`src/rtl/sid_clk_pkg.sv`:
```
// Shared mode encodings and elaboration-time increment helpers for the SID clock generator.
package sid_clk_pkg;

    localparam logic [1:0] MODE_LEG  = 2'd0;
    localparam logic [1:0] MODE_PAL  = 2'd1;
    localparam logic [1:0] MODE_NTSC = 2'd2;
    localparam logic [1:0] MODE_CUST = 2'd3;

    localparam int unsigned ACC_W_DEF = 32;

    // Phase increment for an output frequency f, rounded to nearest.
    function automatic logic [63:0] calc_inc(input int unsigned f,
                                             input int unsigned sys_clk,
                                             input int unsigned acc_w);
        logic [63:0] num;
        num = (64'(f) << acc_w) + 64'(sys_clk / 2);
        return num / 64'(sys_clk);
    endfunction

    // Largest increment that still leaves at least two clk per phase.
    function automatic logic [63:0] calc_inc_max(input int unsigned acc_w);
        return 64'd1 << (acc_w - 2);
    endfunction

    localparam logic [63:0] INC_MAX = calc_inc_max(ACC_W_DEF);

endpackage

```
`src/rtl/sid_nco.sv`:
```
// Phase accumulator for the SID clock: adds the active increment each clk,
// reports the carry (wrap) and can be held at zero while stopped.
module sid_nco #(
    parameter int unsigned ACC_W = 32
) (
    input  logic             clk,
    input  logic             rst,
    input  logic [ACC_W-1:0] inc,
    input  logic             hold,
    output logic             msb,
    output logic             msb_next,
    output logic             wrap
);

    logic [ACC_W-1:0] acc;
    logic [ACC_W-1:0] acc_sum;
    logic [ACC_W-1:0] acc_next;
    logic             carry;

    assign {carry, acc_sum} = {1'b0, acc} + {1'b0, inc};
    assign acc_next         = hold ? '0 : acc_sum;

    always_ff @(posedge clk or negedge rst) begin
        if (!rst) begin
            acc <= '0;
        end else begin
            acc <= acc_next;
        end
    end

    // A carry out of the top bit is always the 1->0 edge, since inc < 2^(ACC_W-1).
    assign wrap     = carry;
    assign msb      = acc[ACC_W-1];
    assign msb_next = acc_next[ACC_W-1];

endmodule

```
`src/rtl/sid_clk_gen.sv`:
```
// NCO-based SID phi2 clock generator with glitch-free mode switching and stop/start.
// Define SIDCLK_CYC_CNT_EN to build the rising-edge cycle counter behind cyc_cnt.
module sid_clk_gen
    import sid_clk_pkg::*;
#(
    parameter int unsigned SYS_CLK = 20000000,
    parameter int unsigned ACC_W   = 32,
    parameter int unsigned F_LEG   = 1000000,
    parameter int unsigned F_PAL   = 985248,
    parameter int unsigned F_NTSC  = 1022727
) (
    input  logic             clk,
    input  logic             rst,
    input  logic             en,
    input  logic [1:0]       mode,
    input  logic [ACC_W-1:0] cust_inc,
    input  logic             cnt_clr,
    output logic             sid_clk,
    output logic             phi_rise,
    output logic             phi_fall,
    output logic [1:0]       mode_act,
    output logic [31:0]      cyc_cnt
);

    if (ACC_W < 16 || ACC_W > 32) begin : g_acc_w_check
        $error("sid_clk_gen: ACC_W must lie in 16..32");
    end

    if (F_LEG > SYS_CLK / 4 || F_PAL > SYS_CLK / 4 || F_NTSC > SYS_CLK / 4) begin : g_freq_check
        $error("sid_clk_gen: every output frequency must be <= SYS_CLK/4");
    end

    localparam logic [63:0]      INC_LEG_W  = calc_inc(F_LEG, SYS_CLK, ACC_W);
    localparam logic [63:0]      INC_PAL_W  = calc_inc(F_PAL, SYS_CLK, ACC_W);
    localparam logic [63:0]      INC_NTSC_W = calc_inc(F_NTSC, SYS_CLK, ACC_W);
    localparam logic [63:0]      INC_MAX_W  = calc_inc_max(ACC_W);
    localparam logic [ACC_W-1:0] INC_LEG    = INC_LEG_W[ACC_W-1:0];
    localparam logic [ACC_W-1:0] INC_PAL    = INC_PAL_W[ACC_W-1:0];
    localparam logic [ACC_W-1:0] INC_NTSC   = INC_NTSC_W[ACC_W-1:0];
    localparam logic [ACC_W-1:0] INC_CLAMP  = INC_MAX_W[ACC_W-1:0];

    logic [ACC_W-1:0] sel_inc;
    logic [ACC_W-1:0] pend_inc;
    logic [ACC_W-1:0] inc_act;
    logic [1:0]       pend_mode;
    logic [1:0]       mode_reg;
    logic             msb;
    logic             msb_next;
    logic             wrap;
    logic             hold;

    always_comb begin
        sel_inc = INC_LEG;
        case (mode)
            MODE_LEG:  sel_inc = INC_LEG;
            MODE_PAL:  sel_inc = INC_PAL;
            MODE_NTSC: sel_inc = INC_NTSC;
            MODE_CUST: sel_inc = (cust_inc > INC_CLAMP) ? INC_CLAMP : cust_inc;
            default:   sel_inc = INC_LEG;
        endcase
    end

    // The rate only changes at a wrap, so the new value begins with a fresh low phase.
    always_ff @(posedge clk or negedge rst) begin
        if (!rst) begin
            pend_inc  <= INC_LEG;
            pend_mode <= MODE_LEG;
            inc_act   <= INC_LEG;
            mode_reg  <= MODE_LEG;
        end else begin
            pend_inc  <= sel_inc;
            pend_mode <= mode;
            if (wrap) begin
                inc_act  <= pend_inc;
                mode_reg <= pend_mode;
            end
        end
    end

    // Stopping never cuts a high phase short: zero only while low or at the closing wrap.
    assign hold = ~en & (~msb | wrap);

    sid_nco #(
        .ACC_W (ACC_W)
    ) u_nco (
        .clk      (clk),
        .rst      (rst),
        .inc      (inc_act),
        .hold     (hold),
        .msb      (msb),
        .msb_next (msb_next),
        .wrap     (wrap)
    );

    always_ff @(posedge clk or negedge rst) begin
        if (!rst) begin
            phi_rise <= 1'b0;
            phi_fall <= 1'b0;
        end else begin
            phi_rise <= msb_next & ~msb;
            phi_fall <= ~msb_next & msb;
        end
    end

    assign sid_clk  = msb;
    assign mode_act = mode_reg;

`ifdef SIDCLK_CYC_CNT_EN
    logic [31:0] cnt;

    always_ff @(posedge clk or negedge rst) begin
        if (!rst) begin
            cnt <= '0;
        end else if (cnt_clr) begin
            cnt <= '0;
        end else if (phi_rise) begin
            cnt <= cnt + 32'd1;
        end
    end

    assign cyc_cnt = cnt;
`else
    logic unused_cnt_clr;

    assign unused_cnt_clr = cnt_clr;
    assign cyc_cnt        = '0;
`endif

endmodule

```
`config.mk`:
```
export PLATFORM = sky130hd
export DESIGN_NAME = sid_clk_gen
export DESIGN_NICKNAME = d
export VERILOG_FILES = /design/src/rtl/sid_clk_pkg.sv /design/src/rtl/sid_nco.sv /design/src/rtl/sid_clk_gen.sv
export SDC_FILE = /design/constraint.sdc
export NUM_CORES = 1
export LEC_CHECK = 0
export ABC_AREA = 1
export CORE_UTILIZATION = 55
export DETAILED_ROUTE_END_ITERATION = 12
export PLACE_DENSITY = 0.75
export SLEW_MARGIN = 0
export SYNTH_ARGS = -nofsm -noshare
export SYNTH_HDL_FRONTEND = slang
export SYNTH_SLANG_ARGS = --single-unit
```
`constraint.sdc`:
```
create_clock -name clk -period 3.1 [get_ports clk]
set_clock_uncertainty 0.1 [all_clocks]
set_input_delay 0.775 -clock clk [delete_from_list [all_inputs] [get_ports clk]]
set_output_delay 0.775 -clock clk [all_outputs]
set_load 0.01 [all_outputs]
```
# Word-level counts from Yosys, hierarchy flattened
# Cells that the tools add are included.
[word_totals]
regBits = 102
input_bits = 38
output_inout_bits = 37
elab_cells = 23
[classes]
add_sub_neg = 1
n_lt_le_gt_ge = 1
n_eq_ne = 3
mux = 3
bitwise = 7
reduce_logical = 1
[ops]
columns = ["op", "n"]
rows = [
  ["32-bit one-hot mux with 4 select lines", 1],
  ["32-bit 2-to-1 mux", 2],
  ["32-bit by 32-bit adder with 33-bit output", 1],
  ["32-bit by 31-bit > comparator with 1-bit output (second input constant)", 1],
  ["2-bit equality test (second input constant)", 2],
  ["1-bit bitwise AND", 3],
  ["1-bit NOT", 3],
  ["2-bit by 1-bit equality test with 1-bit output (second input constant)", 1],
  ["2-bit zero test", 1],
  ["1-bit OR", 1],
]

# Logic depth before layout (Yosys ltp)
# Gate-level depths: netlist of the first run.
[logic_depth]
word_depth = 6
depth_mapped = 16
mapped_depth_nobuf = 16

# Hierarchy
# Synthesis of the first run repeated with hierarchy kept, for this count alone.
[unflattened]
cells_unflattened = 867
hier_area_um2 = 6465.0
[by_module_without_submodules]
columns = ["module", "n_inst", "cells_each", "area_per_inst_um2", "seq_area_each_um2"]
rows = [
  ["sid_nco", 1, 586, 3442.1, 800.8],
  ["sid_clk_gen", 1, 281, 3022.9, 1789.2],
]

# Least setup slack after synthesis of the first run
# No wires, ideal clock.
[synth_path]
kind = "register -> register"
from = "register inc_act[0]"
to = "register u_nco.acc[21]"
setup_ps = 119
arrival_ps = 2062
required_time_ps = 2881
slack_ps = 820
stages_incl_launch_ff = 17
n_path_buf = 1
period_less_slack_ps = 2280
cell_sequence = "dfstp_2 > ha_1 > inv_1 > fa_1 > inv_1 > nand2_1 > nand2_1 > nand3_1 > nand2_1 > nand2_1 > nand2_2 > nand2_2 > nand3_2 > nand2_4 > inv_4 > buf_6 > nor2_1"
[synth_via]
elab_chain_cells = 4
[synth_lines]
columns = ["item", "line_no", "rtl"]
rows = [
  ["start, declared", "sid_clk_gen.sv:44", "logic [ACC_W-1:0] inc_act;"],
  ["start signal, assigned", "sid_clk_gen.sv:74", "inc_act <= pend_inc;"],
  ["32-bit by 32-bit adder with 33-bit output *", "sid_nco.sv:20", "assign {carry, acc_sum} = {1'b0, acc} + {1'b0, inc};"],
  ["1-bit OR", "sid_clk_gen.sv:81", "assign hold = ~en & (~msb | wrap);"],
  ["1-bit bitwise AND", "sid_clk_gen.sv:81", ""],
  ["32-bit 2-to-1 mux *", "sid_nco.sv:21", "assign acc_next = hold ? '0 : acc_sum;"],
  ["named net u_nco.acc_next[21]", "sid_nco.sv:17", "logic [ACC_W-1:0] acc_next;"],
  ["end signal, assigned", "sid_nco.sv:27", "acc <= acc_next;"],
  ["end, declared", "sid_nco.sv:15", "logic [ACC_W-1:0] acc;"],
]
# The timed path passes the listed nets; every way through them passes the cells marked *.
# A chain may end at the register's enable or synchronous reset.

# Worst setup path after layout of the first run
[layout_path]
from = "register inc_act[0]"
to = "register phi_fall"
[layout_via]
elab_chain_cells = 6
[layout_lines]
columns = ["item", "line_no", "rtl"]
rows = [
  ["32-bit by 32-bit adder with 33-bit output *", "sid_nco.sv:20", ""],
  ["1-bit OR", "sid_clk_gen.sv:81", ""],
  ["1-bit bitwise AND", "sid_clk_gen.sv:81", ""],
  ["32-bit 2-to-1 mux *", "sid_nco.sv:21", ""],
  ["named net msb_next", "sid_clk_gen.sv:48", "logic msb_next;"],
  ["1-bit NOT *", "sid_clk_gen.sv:101", "phi_fall <= ~msb_next & msb;"],
  ["1-bit bitwise AND *", "sid_clk_gen.sv:101", ""],
  ["end signal, assigned", "sid_clk_gen.sv:101", ""],
  ["end, declared", "sid_clk_gen.sv:20", "output logic phi_fall,"],
]
# Marked as above.

==> flow_metrics.env, run 1 <==
export IMPL_outcome="complete, no violations"
export IMPL_fin_crit_sh=0.8736
export IMPL_die_area_mm2=0.01130
export IMPL_grt_pass1_wl_mm=22.26
export IMPL_fp_dieH_um=106.3
export IMPL_cp_num_buf_inv=3
export IMPL_start_kind="register"
export IMPL_syn_area_mm2=0.005986
export IMPL_ys_seq_area_frac=0.4327
export IMPL_drcViolationCount=0
export IMPL_gp_congestion=0.9290
export IMPL_synth_xor_area_share=0.02487
export IMPL_holdWs_ns=0.2504
export IMPL_finalCriticalPeriod_ns=2.708
export IMPL_antenna_cells=0
export IMPL_fin_total_pwr_mw=2.371
export IMPL_synth_top_family_by_area="simple AND/OR/NAND/NOR gates"
export IMPL_wl_per_cell_um=13.42
export IMPL_rsz0062_at_grt="false"
export IMPL_worstSetupPathType="register to register"
export IMPL_post_cts_buffers=0
export IMPL_drv_cap=0
export IMPL_cp_arrival_ns=2.92
export IMPL_nFillCells=958
export IMPL_irDropWorstVdd_mv=0.2631
export IMPL_synth_simple_gate_area_frac=0.3177
export IMPL_start_util=0.5747
export IMPL_layoutNonFillerInstCount=978
export IMPL_cts_resized=0
export IMPL_setup_viol=0
export IMPL_core_area_mm2=0.01042
export IMPL_overflow=0
export IMPL_cts_tree="built"
export IMPL_syn_instance_count=792
export IMPL_routed_wl_mm=13.13
export IMPL_clock_sinks=102
export IMPL_required_ns=3.31
export IMPL_nets=908
export IMPL_dp_cells=962
export IMPL_ys_types=34
export IMPL_syn_mean_instance_area_um2=7.558
export IMPL_synthMuxAreaShare=0
export IMPL_drive_gt1_frac=0.08076
export IMPL_avgViaCountPerCell=5.109
export IMPL_clk_pin_slew_ns=0.10
export IMPL_vias=4997
export IMPL_ys_ff_latch=102
export IMPL_grt_util_all_layers=0.2551
export IMPL_cts_made_buffers=9
export IMPL_slowest_stage="dfstp_2"
export IMPL_area_delta_synth_final_pct=10.83
export IMPL_antenna_found_initial=0
export IMPL_grt_max_degree=40
export IMPL_synth_compound_area_frac=0.05623
export IMPL_drt_pre_antenna_iters=5
export IMPL_clk_path_buf_depth=2
export IMPL_power_per_cell_area_mw_per_mm2=357.4
export IMPL_slew_violations=0
export IMPL_portBuffers=41
export IMPL_relSlewSlack=0.6526
export IMPL_drtIter0Drc=308
export IMPL_ctsHoldBuffers=0
export IMPL_pre_cts_slack_ns=0.3890
export IMPL_num_rows=37
export IMPL_ctsHtreeMaxLevel=3
export IMPL_crit_path_max_fanout=25
export IMPL_die_w_um=106.3
export IMPL_crit_family="simple AND/OR/NAND/NOR gates"
export IMPL_cp_common_cell="nand2_1"
export IMPL_ctsRootBufferMaster="clkbuf_8"
export IMPL_worst_slack_ns=0.3917
export IMPL_fin_setup_tns_ns=0
export IMPL_critPathCaptureType="register"
export IMPL_synth_fa_ha_area_frac=0.07023
export IMPL_fmax_mhz=369.2
export IMPL_leakagePower_nw=3.565
export IMPL_hold_path_class="input pin to asynchronous set/reset pin"
export IMPL_ant_nets=0
export IMPL_synth_warnings=0
export IMPL_insertion_delay_ns=0.37
export IMPL_path_cells="ha_1 -> inv_1 -> fa_1 -> inv_1 -> nand2_1 -> nand2_1 -> nand3_1 -> nand2_1 -> nand2_1 -> nand2_2 -> nand2_2 -> nand3_2 -> nand2_4 -> inv_4 -> nor2_1 -> nor2_1"
export IMPL_cp_slowest_stage_delay_ns=0.55
export IMPL_worstMarginPinSlew_ns=0.5211
export IMPL_hold_viol=0
export IMPL_hpwl_mm=10.23
export IMPL_grt_pass1_vias=4877
export IMPL_ios=75
-- registers in the layout, indices dropped and copies added (netlist names) --
register   cells
u_nco.acc     32
phi_fall       1
mode_act       2
phi_rise       1
pend_inc      32
inc_act       32
pend_mode      2
-- cell usage in the layout (no fill, tap or decap), types with 2 or more instances in the layout --
master,netlist,final
conb_1,1,33
nand3_1,66,66
nor3_1,2,2
inv_1,66,66
nand2_1,270,270
nand2_2,4,4
nor4_1,2,2
nand3b_1,4,4
clkinv_4,0,2
dfrtp_1,72,72
o21ai_0,3,3
buf_4,35,10
dfstp_2,30,30
nand4_1,2,2
or2_2,3,3
o21bai_1,13,13
a21o_1,4,4
ha_1,32,32
clkbuf_8,0,9
xor2_1,4,4
nor2_1,109,109
a21oi_1,34,34
xnor2_1,13,13
clkdlybuf4s50_1,0,40
-- report_power, final --
part	switching, mW	internal (mW)
clock network	0.479	0.383
logic	0.0857	0.0554
registers	0.00605	1.36
-- metrics by stage --
step	utilization	cell area (µm²)
after global routing	0.6369	6634
after detailed placement	0.6173	6430
final	0.6369	6634
after global placement	0.6173	6430
after CTS	0.6369	6634
after floorplan	-	6106
-- logic make-up (layout without fill, tap and decap cells) --
kind of cell,after synthesis,count (layout)
buf+inv,116,134
compound gates,56,56
simple gates,467,467
fa+ha+maj,33,33
flops,102,102
other cells,1,33
xor+xnor,17,17
-- Yosys cell counts, drive strengths merged --
cell type,instances,area share
xor2,4,0.0059
dfstp,30,0.13
or2,4,0.0042
and3,1,0.0010
nand2,275,0.18
nand3b,4,0.0050
o21bai,13,0.016
a21oi,35,0.031
fa,1,0.0033
nor2,109,0.068
nor4,2,0.0021
o21ai,3,0.0025
inv,67,0.042
a21o,4,0.0050
conb,1,0.00063
dfrtp,72,0.30
buf,40,0.050
nor3,2,0.0017
nand3,67,0.057
and2,1,0.0010
xnor2,13,0.019
ha,32,0.067
clkbuf,8,0.0050
clkinv,1,0.00063
nand4,2,0.0021
o31ai,1,0.0013
-- cell type report --
cell class / count / area (µm²) / area share
Tap cell: 136 / 170.2 / 0.02565
Timing Repair Buffer: 50 / 475.5 / 0.07167
Clock inverter: 7 / 80.08 / 0.01207
Multi-Input combinational cell: 606 / 2937 / 0.4427
Inverter: 68 / 257.7 / 0.03885
Sequential cell: 102 / 2590 / 0.3904
Clock buffer: 9 / 123.9 / 0.01867
-- layer usage --
layer	global-route usage	vias to the layer above	wire length (µm)	share of wire
li1	-	2520	-	-
met1	0.3444	2294	6137	0.47
met2	0.4188	160	5968	0.45
met3	0.02636	23	678	0.052
met4	0.1071	0	343	0.026
met5	0	-	0	0
-- worst reg2reg max path, stage by stage (launching register included) --
cell,delay [ns]
dfstp_2,0.55
ha_1,0.16
inv_1,0.06
fa_1,0.37
inv_1,0.08
nand2_1,0.07
nand2_1,0.08
nand3_1,0.06
nand2_1,0.12
nand2_1,0.09
nand2_2,0.11
nand2_2,0.18
nand3_2,0.13
nand2_4,0.06
inv_4,0.23
nor2_1,0.11
nor2_1,0.10
-- final timing paths --
check	from	end	slack [ns]	cells after the start
max in group asynchronous	rst	inc_act[2]	1.86	2
worst min register to register	pend_inc[9]	inc_act[9]	0.35	2
worst max register to register	inc_act[0]	phi_fall	0.39	16
worst min-delay path	rst	u_nco.acc[6]	0.25	1
min in group clk	pend_inc[9]	inc_act[9]	0.35	2
worst max-delay path	inc_act[0]	phi_fall	0.39	16
No activity file was read; power rests on OpenSTA's default activity.
==> inputs of run 2 (changes only) <==
--- a/config.mk
+++ b/config.mk
@@ -6,6 +6,8 @@
 export NUM_CORES = 1
 export LEC_CHECK = 0
 export ABC_AREA = 1
+export CAP_MARGIN = 30
+export CORE_MARGIN = 5
 export CORE_UTILIZATION = 55
 export DETAILED_ROUTE_END_ITERATION = 12
 export PLACE_DENSITY = 0.75
==> flow_metrics.env, run 2 (synthesis results as in run 1) <==
export IMPL_ctsHoldBuffers=0
export IMPL_fp_dieH_um=114.3
export IMPL_start_util=0.5571
export IMPL_num_rows=38
export IMPL_grt_util_all_layers=0.2115
export IMPL_final_common_cell="nand2_1"
export IMPL_avgViaCountPerCell=5.085
export IMPL_slew_violations=0
export IMPL_core_area_mm2=0.01075
export IMPL_finalCriticalPeriod_ns=2.700
export IMPL_ctsRootBufferMaster="clkbuf_8"
export IMPL_ant_nets=0
export IMPL_leakagePower_nw=3.551
export IMPL_relSlewSlack=0.6402
export IMPL_cts_resized=0
export IMPL_power_per_cell_area_mw_per_mm2=351.3
export IMPL_portBuffers=41
export IMPL_area_delta_synth_final_pct=10.51
export IMPL_drtIter0Drc=197
export IMPL_crit_path_max_fanout=25
export IMPL_clk_pin_slew_ns=0.11
export IMPL_clock_sinks=102
export IMPL_overflow=0
export IMPL_cp_arrival_ns=2.91
export IMPL_nFillCells=975
export IMPL_drv_cap=0
export IMPL_required_ns=3.31
export IMPL_antenna_found_initial=0
export IMPL_cts_tree="built"
export IMPL_ctsHtreeMaxLevel=3
export IMPL_grt_max_degree=103
export IMPL_gp_congestion=0.9035
export IMPL_hpwl_mm=10.16
export IMPL_hold_path_class="input pin to asynchronous set/reset pin"
export IMPL_cts_made_buffers=9
export IMPL_rsz0062_at_grt="false"
export IMPL_critPathCaptureType="register"
export IMPL_fmax_mhz=370.3
export IMPL_post_cts_buffers=0
export IMPL_largestRegisters="inc_act (32), pend_inc (32), u_nco.acc (32)"
export IMPL_die_w_um=114.3
export IMPL_drcViolationCount=0
export IMPL_wl_per_cell_um=13.40
export IMPL_grt_pass1_vias=4824
export IMPL_die_area_mm2=0.01307
export IMPL_outcome="complete, no violations"
export IMPL_worst_slack_ns=0.3995
export IMPL_drive_gt1_frac=0.07628
export IMPL_routed_wl_mm=13.12
export IMPL_irDropWorstVdd_mv=0.2482
export IMPL_ios=75
export IMPL_clk_path_buf_depth=2
export IMPL_hold_viol=0
export IMPL_worstMarginPinSlew_ns=0.5397
export IMPL_drt_pre_antenna_iters=6
export IMPL_nets=905
export IMPL_pre_cts_slack_ns=0.4420
export IMPL_antenna_cells=0
export IMPL_worstSetupPathType="register to register"
export IMPL_insertion_delay_ns=0.37
export IMPL_fin_setup_tns_ns=0
export IMPL_setup_viol=0
export IMPL_fin_crit_sh=0.8711
export IMPL_grt_pass1_wl_mm=22.06
export IMPL_final_cell_mix="270 x nand2_1, 109 x nor2_1, 72 x dfrtp_1, 66 x inv_1, 66 x nand3_1"
export IMPL_start_kind="register"
export IMPL_vias=4978
==> run 2: layer usage <==
| metal | vias up | GRT usage | routed length (µm) |
|---|---|---|---|
| li1 | 2516 | - | - |
| met1 | 2300 | 0.2902 | 6164 |
| met2 | 145 | 0.3419 | 5962 |
| met3 | 17 | 0.03911 | 740 |
| met4 | 0 | 0.06651 | 247 |
| met5 | - | 0 | 0 |
==> run 2: layout make-up <==
class / instances / area [µm²] / share of cell area
Timing Repair Buffer: 47 / 465.4 / 0.07036
Clock inverter: 6 / 62.56 / 0.009457
Tap cell: 140 / 175.2 / 0.02648
Multi-Input combinational cell: 606 / 2937 / 0.4439
Clock buffer: 10 / 127.6 / 0.01929
Sequential cell: 102 / 2590 / 0.3915
Inverter: 68 / 257.7 / 0.03896
==> run 2: power breakdown <==
| part | switching (mW) | leakage, nW | internal, mW |
|---|---|---|---|
| logic | 0.0852 | 2.29 | 0.0556 |
| registers | 0.00609 | 1.16 | 1.36 |
| clock network | 0.498 | 0.0970 | 0.317 |
==> run 2: worst paths after layout <==
kind                                 to          from  cells past startpoint  slack [ns]
min                        u_nco.acc[9]           rst                      2        0.33
min in group clk            inc_act[13]  pend_inc[13]                      2        0.34
max reg2reg                    phi_fall    inc_act[0]                     16        0.40
max in group asynchronous  pend_inc[19]           rst                      2        2.14
min reg2reg                 inc_act[13]  pend_inc[13]                      2        0.34
max                            phi_fall    inc_act[0]                     16        0.40
==> run 2: critical path: stages, from the launching register on <==
cell     delay (ns)
dfstp_2        0.55
ha_1           0.17
inv_1          0.06
fa_1           0.35
inv_1          0.08
nand2_1        0.07
nand2_1        0.08
nand3_1        0.07
nand2_1        0.14
nand2_1        0.08
nand2_2        0.12
nand2_2        0.09
nand3_2        0.09
nand2_4        0.12
inv_4          0.27
nor2_1         0.12
nor2_1         0.10
==> run 2: through the flow <==
step / power [mW] / area, µm² / hold slack, ns / util / std cells
finish: 2.324 / 6615 / 0.3276 / 0.6156 / 979
global route: 2.432 / 6615 / 0.3698 / 0.6156 / 979
CTS: 2.353 / 6615 / 0.3470 / 0.6156 / 979
detailed placement: 1.535 / 6425 / 0.3232 / 0.5979 / 963
global placement: 1.533 / 6425 / 0.3244 / 0.5979 / 963
floorplan: 1.471 / 6106 / 0.3183 / - / 824
==> inputs of run 3 (changes only) <==
--- a/config.mk
+++ b/config.mk
@@ -11,6 +11,7 @@
 export CORE_UTILIZATION = 55
 export DETAILED_ROUTE_END_ITERATION = 12
 export PLACE_DENSITY = 0.75
+export SETUP_SLACK_MARGIN = 0.02
 export SLEW_MARGIN = 0
 export SYNTH_ARGS = -nofsm -noshare
 export SYNTH_HDL_FRONTEND = slang
==> results of run 3 <==
The final DEF is identical to that of run 2; final timing and power are the same.
